[config.mk]
export PLATFORM = sky130hd
export DESIGN_NAME = multicycle_ctrl
export DESIGN_NICKNAME = d
export VERILOG_FILES = /design/src/rtl/proc_pkg.sv /design/src/rtl/ack_timer.sv /design/src/rtl/multicycle_ctrl.sv
export SDC_FILE = /design/constraint.sdc
export NUM_CORES = 1
export LEC_CHECK = 0
export ABC_AREA = 1
export CAP_MARGIN = 40
export CORE_MARGIN = 1
export CORE_UTILIZATION = 35
export DETAILED_ROUTE_END_ITERATION = 10
export PLACE_DENSITY = 0.71
export REMOVE_ABC_BUFFERS = 1
export SLEW_MARGIN = 5
export SYNTH_ARGS = -nofsm -noshare
export SYNTH_HDL_FRONTEND = slang
export SYNTH_SLANG_ARGS = --single-unit
[constraint.sdc]
create_clock -name clk -period 1.3 [get_ports clk]
set_input_delay 0.195 -clock clk [delete_from_list [all_inputs] [get_ports clk]]
set_output_delay 0.195 -clock clk [all_outputs]
set_load 0.1 [all_outputs]
[src/rtl/proc_pkg.sv]
// Shared types for the multi-cycle HMMM sequencer: state encoding, opcode
// and branch-condition codes, and the branch condition evaluator.
package proc_pkg;

  typedef enum logic [2:0] {
    S_IDLE   = 3'd0,
    S_FETCH  = 3'd1,
    S_DECODE = 3'd2,
    S_EXEC   = 3'd3,
    S_MEM    = 3'd4,
    S_BRANCH = 3'd5,
    S_HALT   = 3'd6,
    S_ERROR  = 3'd7
  } state_t;

  localparam logic [3:0] OP_LOAD  = 4'b0100;
  localparam logic [3:0] OP_STORE = 4'b0101;
  localparam logic [3:0] OP_NOP   = 4'b0110;
  localparam logic [3:0] OP_HALT  = 4'b0111;

  localparam logic [1:0] CC_EQ0 = 2'b00;
  localparam logic [1:0] CC_NE0 = 2'b01;
  localparam logic [1:0] CC_GT0 = 2'b10;
  localparam logic [1:0] CC_LT0 = 2'b11;

  function automatic logic branch_cond(input logic [1:0] cc, input logic neg, input logic zero);
    logic r;
    r = 1'b0;
    case (cc)
      CC_EQ0:  r = zero;
      CC_NE0:  r = !zero;
      CC_GT0:  r = !neg && !zero;
      default: r = neg;
    endcase
    return r;
  endfunction

endpackage

[src/rtl/ack_timer.sv]
// Wait-cycle counter for an outstanding req; expired flags the last
// cycle the requester may still be acked before it is declared dead.
module ack_timer #(
  parameter int LIMIT = 15
) (
  input  logic clk,
  input  logic reset,
  input  logic clr,
  input  logic inc,
  output logic expired
);

  localparam int W = (LIMIT < 1) ? 1 : $clog2(LIMIT + 1);

  logic [W-1:0] cnt;

  always_ff @(posedge clk) begin
    if (reset)    cnt <= '0;
    else if (clr) cnt <= '0;
    else if (inc) cnt <= cnt + 1'b1;
  end

  assign expired = (cnt == W'(LIMIT));

endmodule

[src/rtl/multicycle_ctrl.sv]
// Multi-cycle sequencer for the 4-bit HMMM core: fetch over req/ack,
// decode, then one datapath phase per state, with halt and ack timeout.
module multicycle_ctrl
  import proc_pkg::*;
#(
  parameter int INSTR_W     = 10,
  parameter int DATA_W      = 4,
  parameter int ACK_TIMEOUT = 15
) (
  input  logic               clk,
  input  logic               reset,
  input  logic               run,
  output logic               imem_req,
  input  logic               imem_ack,
  input  logic [INSTR_W-1:0] instr,
  output logic               dmem_req,
  output logic               dmem_we,
  input  logic               dmem_ack,
  input  logic [DATA_W-1:0]  branch_reg_val,
  output logic               ir_en,
  output logic               pc_en,
  output logic               pc_src,
  output logic               reg_write,
  output logic               mem_to_reg,
  output logic               alu_src,
  output logic               alu_op,
  output logic               halted,
  output logic               err,
  output logic [2:0]         state_o
);

  state_t     state, next_state;
  logic [3:0] opcode;
  logic       req_active, ack_cur, expired, taken;

  // Only the ack belonging to the current request phase counts.
  assign req_active = (state == S_FETCH) || (state == S_MEM);
  assign ack_cur    = (state == S_FETCH) ? imem_ack :
                      (state == S_MEM)   ? dmem_ack : 1'b0;

  ack_timer #(.LIMIT(ACK_TIMEOUT)) u_timer (
    .clk     (clk),
    .reset   (reset),
    .clr     (!req_active || ack_cur),
    .inc     (req_active && !ack_cur),
    .expired (expired)
  );

  assign taken = opcode[2] ||
                 branch_cond(opcode[1:0], branch_reg_val[DATA_W-1], branch_reg_val == '0);

  always_ff @(posedge clk) begin
    if (reset) begin
      state  <= S_IDLE;
      opcode <= '0;
    end else begin
      state <= next_state;
      if (state == S_FETCH && imem_ack) opcode <= instr[INSTR_W-1 -: 4];
    end
  end

  always_comb begin
    next_state = state;
    case (state)
      S_IDLE:   if (run) next_state = S_FETCH;
      S_FETCH:  if (imem_ack) next_state = S_DECODE;
                else if (expired) next_state = S_ERROR;
      S_DECODE: begin
        if (opcode[3])                 next_state = S_BRANCH;
        else if (opcode[3:2] == 2'b00) next_state = S_EXEC;
        else if (opcode == OP_NOP)     next_state = S_FETCH;
        else if (opcode == OP_HALT)    next_state = S_HALT;
        else                           next_state = S_MEM;
      end
      S_EXEC:   next_state = S_FETCH;
      S_MEM:    if (dmem_ack) next_state = S_FETCH;
                else if (expired) next_state = S_ERROR;
      S_BRANCH: next_state = S_FETCH;
      default:  next_state = state;
    endcase
  end

  always_comb begin
    imem_req   = 1'b0;
    dmem_req   = 1'b0;
    dmem_we    = 1'b0;
    ir_en      = 1'b0;
    pc_en      = 1'b0;
    pc_src     = 1'b0;
    reg_write  = 1'b0;
    mem_to_reg = 1'b0;
    alu_src    = 1'b0;
    alu_op     = 1'b0;
    halted     = 1'b0;
    err        = 1'b0;
    case (state)
      S_FETCH: begin
        imem_req = 1'b1;
        ir_en    = imem_ack;
        pc_en    = imem_ack;
      end
      S_EXEC: begin
        reg_write = 1'b1;
        alu_src   = opcode[1];
        alu_op    = opcode[0];
      end
      S_MEM: begin
        dmem_req   = 1'b1;
        dmem_we    = opcode[0];
        reg_write  = dmem_ack && !opcode[0];
        mem_to_reg = dmem_ack && !opcode[0];
      end
      // Absolute target replaces the PC+1 already taken during fetch.
      S_BRANCH: begin
        pc_en  = taken;
        pc_src = taken;
      end
      S_HALT:  halted = 1'b1;
      S_ERROR: err    = 1'b1;
      default: ;
    endcase
  end

  assign state_o = state;

  logic unused_instr_bits;
  assign unused_instr_bits = ^instr[INSTR_W-5:0];

endmodule

### Word level (Yosys, flattened, before mapping)

Index checks and enable logic that the tools add are counted.

* mux-type cells: 24
* add/sub/neg operators: 1
* reductions and logical operators: 20
* equal/unequal tests: 13

Operator list (count)
* $mux W3: 7
* $pmux W3 S5: 1
* $eq A3 B3 Y1 const B: 4
* $mux W1: 12
* $eq A4 B3 Y1 const B: 2
* $eq A3 B2 Y1 const B: 2
* $logic_not A1 Y1: 5
* $reduce_bool A5 Y1: 1
* $add A4 B1 Y4 const B: 1
* $eq A4 B4 Y1 const B: 1
* $logic_and A1 B1 Y1: 4
* $logic_not A2 Y1: 2
* $logic_not A4 Y1: 1
* $pmux W1 S2: 2
* $reduce_or A2 Y1: 2
* $eq A3 B1 Y1 const B: 1
* $logic_not A3 Y1: 1
* $logic_or A1 B1 Y1: 3
* $pmux W1 S3: 1
* $eq A2 B1 Y1 const B: 1
* $eq A2 B2 Y1 const B: 1
* $mux W2: 1
* $ne A2 B2 Y1 const B: 1
* $reduce_and A2 Y1: 1

* register bits after elaboration: 11
* output and inout port bits: 15
* logic and storage cells: 61

### Depth between registers and ports, before layout

Gate-level depths: netlist of run 1.

* depth in word-level cells: 6
* depth in mapped cells: 9

### Hierarchy

Synthesis of run 1 repeated with hierarchy kept, for this count alone.

* cell total of the unflattened synthesis: 111
* area, all modules: 680.7 um^2

Modules (own cells, without submodules)
* multicycle_ctrl: cells each 88, instances 1, area an instance 508.0 um^2, sequential area each 140.1 um^2
* ack_timer: cells each 23, instances 1, area an instance 172.7 um^2, sequential area each 80.1 um^2

### Worst setup path after synthesis of run 1

Ideal clock, no wire load.

* path kind: reg2out
* start: reg state[2], in the netlist state_o[2]
* end: out reg_write
* stages on the path, launching flop included: 3
* arrival: 3.402 ns
* setup slack: -2.297 ns
* cells stage by stage: dfxtp_1 nand3_1 o21ai_0

* cells in the longest elaborated chain, start to end: 2
* elaborated cells between the ends (all ways): 3
* classes of those cells: 2 x eq/ne; 1 x mux

RTL lines
* start: declaration: RTL line multicycle_ctrl.sv:32 `state_t state, next_state;`
* start signal: assignment: RTL line multicycle_ctrl.sv:57 `state <= next_state;`
* $eq A3 B3 Y1 or $eq A3 B2 Y1 (tied branches): RTL line multicycle_ctrl.sv:96 `case (state)`
* $pmux W1 S2 (*): RTL line multicycle_ctrl.sv:96
* end: declaration: RTL line multicycle_ctrl.sv:23 `output logic reg_write,`

Every way passes the cells marked *; elsewhere a longest branch is shown, timed or not.

### Worst setup path in the final report of run 1

* start: reg opcode[1]
* end: out pc_en

* cells in the longest elaborated chain, start to end: 4
* elaborated cells between the ends (all ways): 6
* classes of those cells: 2 x eq/ne; 2 x mux; 2 x reduce/logical

RTL lines
* start: declaration: RTL line multicycle_ctrl.sv:33 `logic [3:0] opcode;`
* start signal: assignment: RTL line multicycle_ctrl.sv:58 `if (state == S_FETCH && imem_ack) opcode <= instr[INSTR_W-1 -: 4];`
* $eq A2 B2 Y1, or another cell as far along: RTL line proc_pkg.sv:29 `case (cc)`
* $pmux W1 S3 (*): RTL line proc_pkg.sv:29
* $logic_or A1 B1 Y1 (*): RTL line multicycle_ctrl.sv:49 `assign taken = opcode[2] ||`
* $pmux W1 S2 (*): RTL line multicycle_ctrl.sv:96
* end: declaration: RTL line multicycle_ctrl.sv:21 `output logic pc_en,`

Marked as above.

==> results of run 1 <==
==> metrics by stage <==
step            util  TNS [ns]  worst slack (ns)  cells  hold WS, ns
3_5_place_dp   0.712     -1.36            -0.404    172        0.441
4_1_cts        0.790     -1.33            -0.195    180        0.451
6_report       0.869     -2.17            -0.338    188        0.451
3_3_place_gp   0.712     -1.09            -0.339    172        0.430
5_1_grt        0.869     -2.52            -0.383    188        0.469
2_1_floorplan      -    -28.04             -2.30    102        0.257
==> sequential cells by signal, indices dropped and copies added, names as in the netlist <==
signal and cells:
opcode 4, state_o 3, u_timer.cnt 4
==> final cells by class <==
cell class                 instances  area (sq um)
timing repair buffer              57           671
multi-input combinational         73           503
sequential                        11           236
fill                              77           233
inverter                          18          82.6
tap                               25          31.3
clock buffer                       4          26.3
==> power groups by stage <==
stage / clock network [W] / registers, W / logic, W
floorplan: 0 / 0.000500 / 0.000348
global placement: 0 / 0.000415 / 0.000732
detailed placement: 0 / 0.000416 / 0.000744
CTS: 0.000234 / 0.000426 / 0.000799
global route: 0.000245 / 0.000442 / 0.000980
finish: 0.000233 / 0.000439 / 0.000943
==> cell usage after synthesis, drive strengths merged <==
master   n
a211oi   4
a21boi   1
a21oi    3
a31oi    1
a41oi    1
clkbuf   1
dfxtp   11
ha       1
inv     18
nand2   24
nand3   10
nand4    1
nor2    21
o211ai   1
o21ai    3
xnor2    1
xor2     1
==> final timing paths <==
path | startpoint | endpoint | cells after the start
worst max-delay path | opcode[1] | pc_en | 7
worst min register to register | u_timer.cnt[0] | u_timer.cnt[0] | 1
worst min-delay path | u_timer.cnt[0] | u_timer.cnt[0] | 1
worst max register to register | state_o[2] | state_o[0] | 10
==> what timing repair did <==
item,4_1_cts,5_1_grt
endpoints found under the setup margin,12,12
pin swaps,11,12
buffers inserted,4,8
hold endpoints to repair,0,0
gates resized for setup,43,24
==> cell families (layout without fill, tap and decap cells) <==
| logic type | Yosys count | after routing |
|---|---|---|
| simple gates | 56 | 56 |
| compound gates | 14 | 14 |
| buf+inv | 19 | 79 |
| flops | 11 | 11 |
| xor+xnor | 2 | 2 |
| fa+ha+maj | 1 | 1 |
==> per-layer routing <==
layer	wire, microns	share of wire
met1	1150	0.38
met2	1470	0.49
met3	259	0.086
met4	131	0.043
met5	0	0
==> worst max-delay path: stages, from the launching register on <==
cell and delay [ns]:
dfxtp_2 0.34, inv_2 0.05, buf_6 0.11, o211ai_1 0.19, nand2_1 0.13, nand2_2 0.11, nand2_2 0.07, buf_12 0.16
==> impl_metrics.json, run 1 <==
{
  "status": "complete, but fails checks",
  "violations": "setup timing",
  "stdcell_area_sq_um": 1550,
  "required_ns": 1.11,
  "root_buffer": "clkbuf_4",
  "swShare": 0.454,
  "hold_class": "flip-flop to flip-flop",
  "syn_area_sq_um": 686,
  "fin_total_pwr_w": 0.00161,
  "holdBufCountCts": 0,
  "via_count": 1003,
  "grt_start_max_net_pins": 8,
  "switchingPower_w": 0.000733,
  "synth_compound_area_frac": 0.166,
  "initial_core_util": 0.385,
  "setup_viol": 12,
  "end_kind": "primary output",
  "slew_headroom": 0.833,
  "h-tree-depth": 1,
  "grt_pass1_vias": 841,
  "clkLatencyLatePin_ns": 0.27,
  "p_per_area_nw_per_um2": 1040,
  "die_y_microns": 46.3,
  "die_x_microns": 46.3,
  "crit_arrival_ns": 1.44,
  "coreArea_sq_um": 1780,
  "syn-mean-instance-area_sq_um": 6.66,
  "criticalPathCategory": "flip-flop to primary output",
  "drv_cap": 0,
  "yosys_warnings": 0,
  "clock_sinks": 11,
  "synthSimpleGateAreaFrac": 0.361,
  "nets": 184,
  "drt_iter0_markers": 56,
  "skew_ns": 0.00436,
  "wl_per_cell_microns": 16.0,
  "max-clock-path-buffers": 2,
  "busiest_layer": "met2",
  "synth_cells": 103,
  "rsz0062_at_grt": "true",
  "synth_fa_ha_area_frac": 0.0182,
  "io_pins": 34,
  "yosysSeqAreaShare": 0.321,
  "grt_antenna_before_repair": 0,
  "syn_to_final_growth_pct": 126,
  "synth_top_family_by_area": "simple AND/OR/NAND/NOR gates",
  "period_share": 1.26,
  "use_met2": 0.425,
  "intPower_w": 0.000882,
  "grt_pass1_wl_microns": 3340,
  "die_area_sq_um": 2140,
  "gp_congestion": 0.811,
  "diodes": 0,
  "crit_path_start_kind": "flip-flop",
  "finalHoldViolations": 0,
  "tritoncts": "built",
  "ir_drop_uv": 955,
  "yosysTopAreaCellShare": 0.321,
  "track_usage": 0.214,
  "viasPerCell": 5.34,
  "grt.met1_usage": 0.221,
  "met3_usage": 0.0275,
  "synth_top_cell_by_area": "dfxtp_1",
  "drc": 0,
  "final_cell_mix": "22 x buf_4, 17 x nand2_1, 15 x buf_12, 13 x nor2_1, 9 x inv_1",
  "synth.distinct_cells": 24,
  "final_common_cell": "buf_4",
  "slew_viol_final": 0,
  "combinationalPowerShare": 0.584,
  "synthMuxAreaShare": 0,
  "crit_fanout": 2,
  "placed_area_sq_um": 1270,
  "overflow": 0,
  "synth_seq_cells": 11,
  "synthXorXnorAreaFrac": 0.0255,
  "hpwl_microns": 1580,
  "setup_slack_ns": -0.338,
  "fmax_mhz": 610,
  "portBuffers": 27,
  "path_clk_slew_ns": 0.07,
  "cts_buffers": 3,
  "clockPowerShare": 0.144,
  "tightest_slew_ns": 0.249,
  "period_needed_ns": 1.64,
  "total_leakage_power_nw": 0.686,
  "rrSetupSlack_ns": -0.12,
  "postRouteWirelength_microns": 3020,
  "drive_above_1_share": 0.540,
  "synth_area_leaders": "dfxtp_1 32%, nand2_1 11%, nor2_1 10%",
  "p_seq_frac": 0.272,
  "antenna_left": 0,
  "rows": 15,
  "dr.pass1.iters": 4
}
Power figures use the tool's default switching activity.
==> inputs of run 2 (changes only) <==
- CTS_BUF_LIST: unset -> sky130_fd_sc_hd__clkbuf_8 sky130_fd_sc_hd__clkbuf_16
- GPL_TIMING_DRIVEN: unset -> 0
==> impl_metrics.json, run 2 (synthesis results as in run 1) <==
{
  "finalHoldViolations": 0,
  "crit_fanout": 4,
  "cp_common_cell": "nand2_2",
  "h-tree-depth": 1,
  "layoutNonFillerInstCount": 189,
  "path_delay_family": "buffers and inverters",
  "antenna_left": 0,
  "period_needed_ns": 1.59,
  "nets": 185,
  "syn_to_final_growth_pct": 138,
  "drc": 0,
  "required_ns": 1.11,
  "grt_antenna_before_repair": 0,
  "grt_pass1_vias": 975,
  "viasPerCell": 5.31,
  "slowest_stage": "dfxtp_4",
  "multi_input_area_sq_um": 541,
  "drv_cap": 0,
  "p_per_area_nw_per_um2": 1130,
  "initial_core_util": 0.385,
  "cp_slowest_stage_delay_ns": 0.39,
  "cts_buffers": 3,
  "grt_start_max_net_pins": 10,
  "track_usage": 0.279,
  "stdcell_area_sq_um": 1630,
  "place_inst": 169,
  "via_count": 1004,
  "hpwl_microns": 1560,
  "path_cells": "inv_4, buf_6, nand2_2, nor2_2, nand2_2, inv_2, buf_12",
  "overflow": 0,
  "die_y_microns": 46.3,
  "rows": 15,
  "seq_area_sq_um": 234,
  "drive_above_1_share": 0.598,
  "crit_buf_inv": 4,
  "root_buffer": "clkbuf_8",
  "io_pins": 34,
  "rsz0062_at_grt": "true",
  "coreArea_sq_um": 1780,
  "drt_iter0_markers": 55,
  "end_kind": "primary output",
  "setup_viol": 14,
  "hold_class": "flip-flop to flip-flop",
  "postRouteWirelength_microns": 3480,
  "gp_congestion": 0.801,
  "crit_arrival_ns": 1.39,
  "tritoncts": "built",
  "criticalPathCategory": "flip-flop to primary output",
  "die_x_microns": 46.3,
  "wl_per_cell_microns": 18.4,
  "dr.pass1.iters": 4,
  "clkLatencyLatePin_ns": 0.24,
  "fmax_mhz": 629,
  "clock_sinks": 11,
  "skew_ns": 0.000530,
  "ir_drop_uv": 1050,
  "num-fill-cells": 53,
  "total_leakage_power_nw": 0.723,
  "die_area_sq_um": 2140,
  "portBuffers": 27,
  "status": "complete, but fails checks",
  "tightest_slew_ns": 0.432,
  "slew_viol_final": 0,
  "period_share": 1.22,
  "diodes": 0,
  "crit_path_start_kind": "flip-flop",
  "max-clock-path-buffers": 2,
  "final_common_cell": "buf_4",
  "path_clk_slew_ns": 0.05,
  "grt_pass1_wl_microns": 4280,
  "placed_area_sq_um": 1210,
  "slew_headroom": 0.711,
  "violations": "setup timing",
  "rrSetupSlack_ns": -0.20,
  "final_cell_mix": "20 x buf_4, 17 x buf_12, 14 x nor2_1, 13 x nand2_1",
  "setup_slack_ns": -0.290
}
## run 2: cell count changes in the layout (fill, tap and decap cells not counted), moves of 3 or more
cell,before,now
clkbuf_4,3,0
clkbuf_8,0,3
nand2_1,17,13
nand2_2,5,8
## run 2: what timing repair did
item,CTS,global route
setup endpoints to repair,15,17
hold buffers,0,0
buffers inserted,17,14
pin swaps,11,16
endpoints found under the hold margin,0,0
cloned,0,0
resized for setup,77,30
## run 2: power by group
group / total, W / leakage [nW] / switching (W) / internal [W]
Sequential: 0.000443 / 0.0926 / 0.0000659 / 0.000377
Combinational: 0.00106 / 0.604 / 0.000608 / 0.000456
Clock: 0.000345 / 0.0269 / 0.000137 / 0.000208
## run 2: area by class of cell
cell class	count	area share
Multi-Input combinational cell	73	0.331
Clock buffer	3	0.0253
Inverter	18	0.0552
Timing Repair Buffer	58	0.424
Clock inverter	1	0.00230
Sequential cell	11	0.143
Tap cell	25	0.0192
## run 2: worst reg2reg max path: stages (launching register included)
cell	delay [ns]
dfxtp_4	0.38
nor2_4	0.21
nand3_4	0.14
buf_4	0.16
buf_4	0.12
nand3_1	0.07
nand2_1	0.07
nand2_2	0.07
nand2_2	0.05
a21oi_2	0.15
## run 2: worst paths after layout
path,from,end,depth (start not counted)
setup / recovery,state_o[1],pc_src,7
setup reg to reg,state_o[0],state_o[0],9
hold reg to reg,u_timer.cnt[0],u_timer.cnt[0],1
hold / removal,u_timer.cnt[0],u_timer.cnt[0],1
## run 2: metal layers
| metal | part of all wire | wire length [microns] | vias up | track usage |
|---|---|---|---|---|
| met5 | 0 | 0 | - | 0 |
| met4 | 0.024 | 82 | 0 | 0.118 |
| met3 | 0.068 | 236 | 12 | 0.0471 |
| met2 | 0.52 | 1810 | 66 | 0.507 |
| met1 | 0.39 | 1350 | 471 | 0.315 |
| li1 | - | - | 455 | - |
## run 2: through the flow
step           total power [W]  TNS, ns   util  worst slack [ns]  hold slack [ns]
5_1_grt                0.00192    -2.78  0.916            -0.322            0.470
3_5_place_dp           0.00110    -6.68  0.678            -0.927            0.440
2_1_floorplan         0.000848   -28.04      -             -2.30            0.257
6_report               0.00185    -2.08  0.916            -0.290            0.453
3_3_place_gp          0.000981   -12.44  0.552             -1.26            0.434
4_1_cts                0.00161    -1.20  0.820            -0.178            0.447
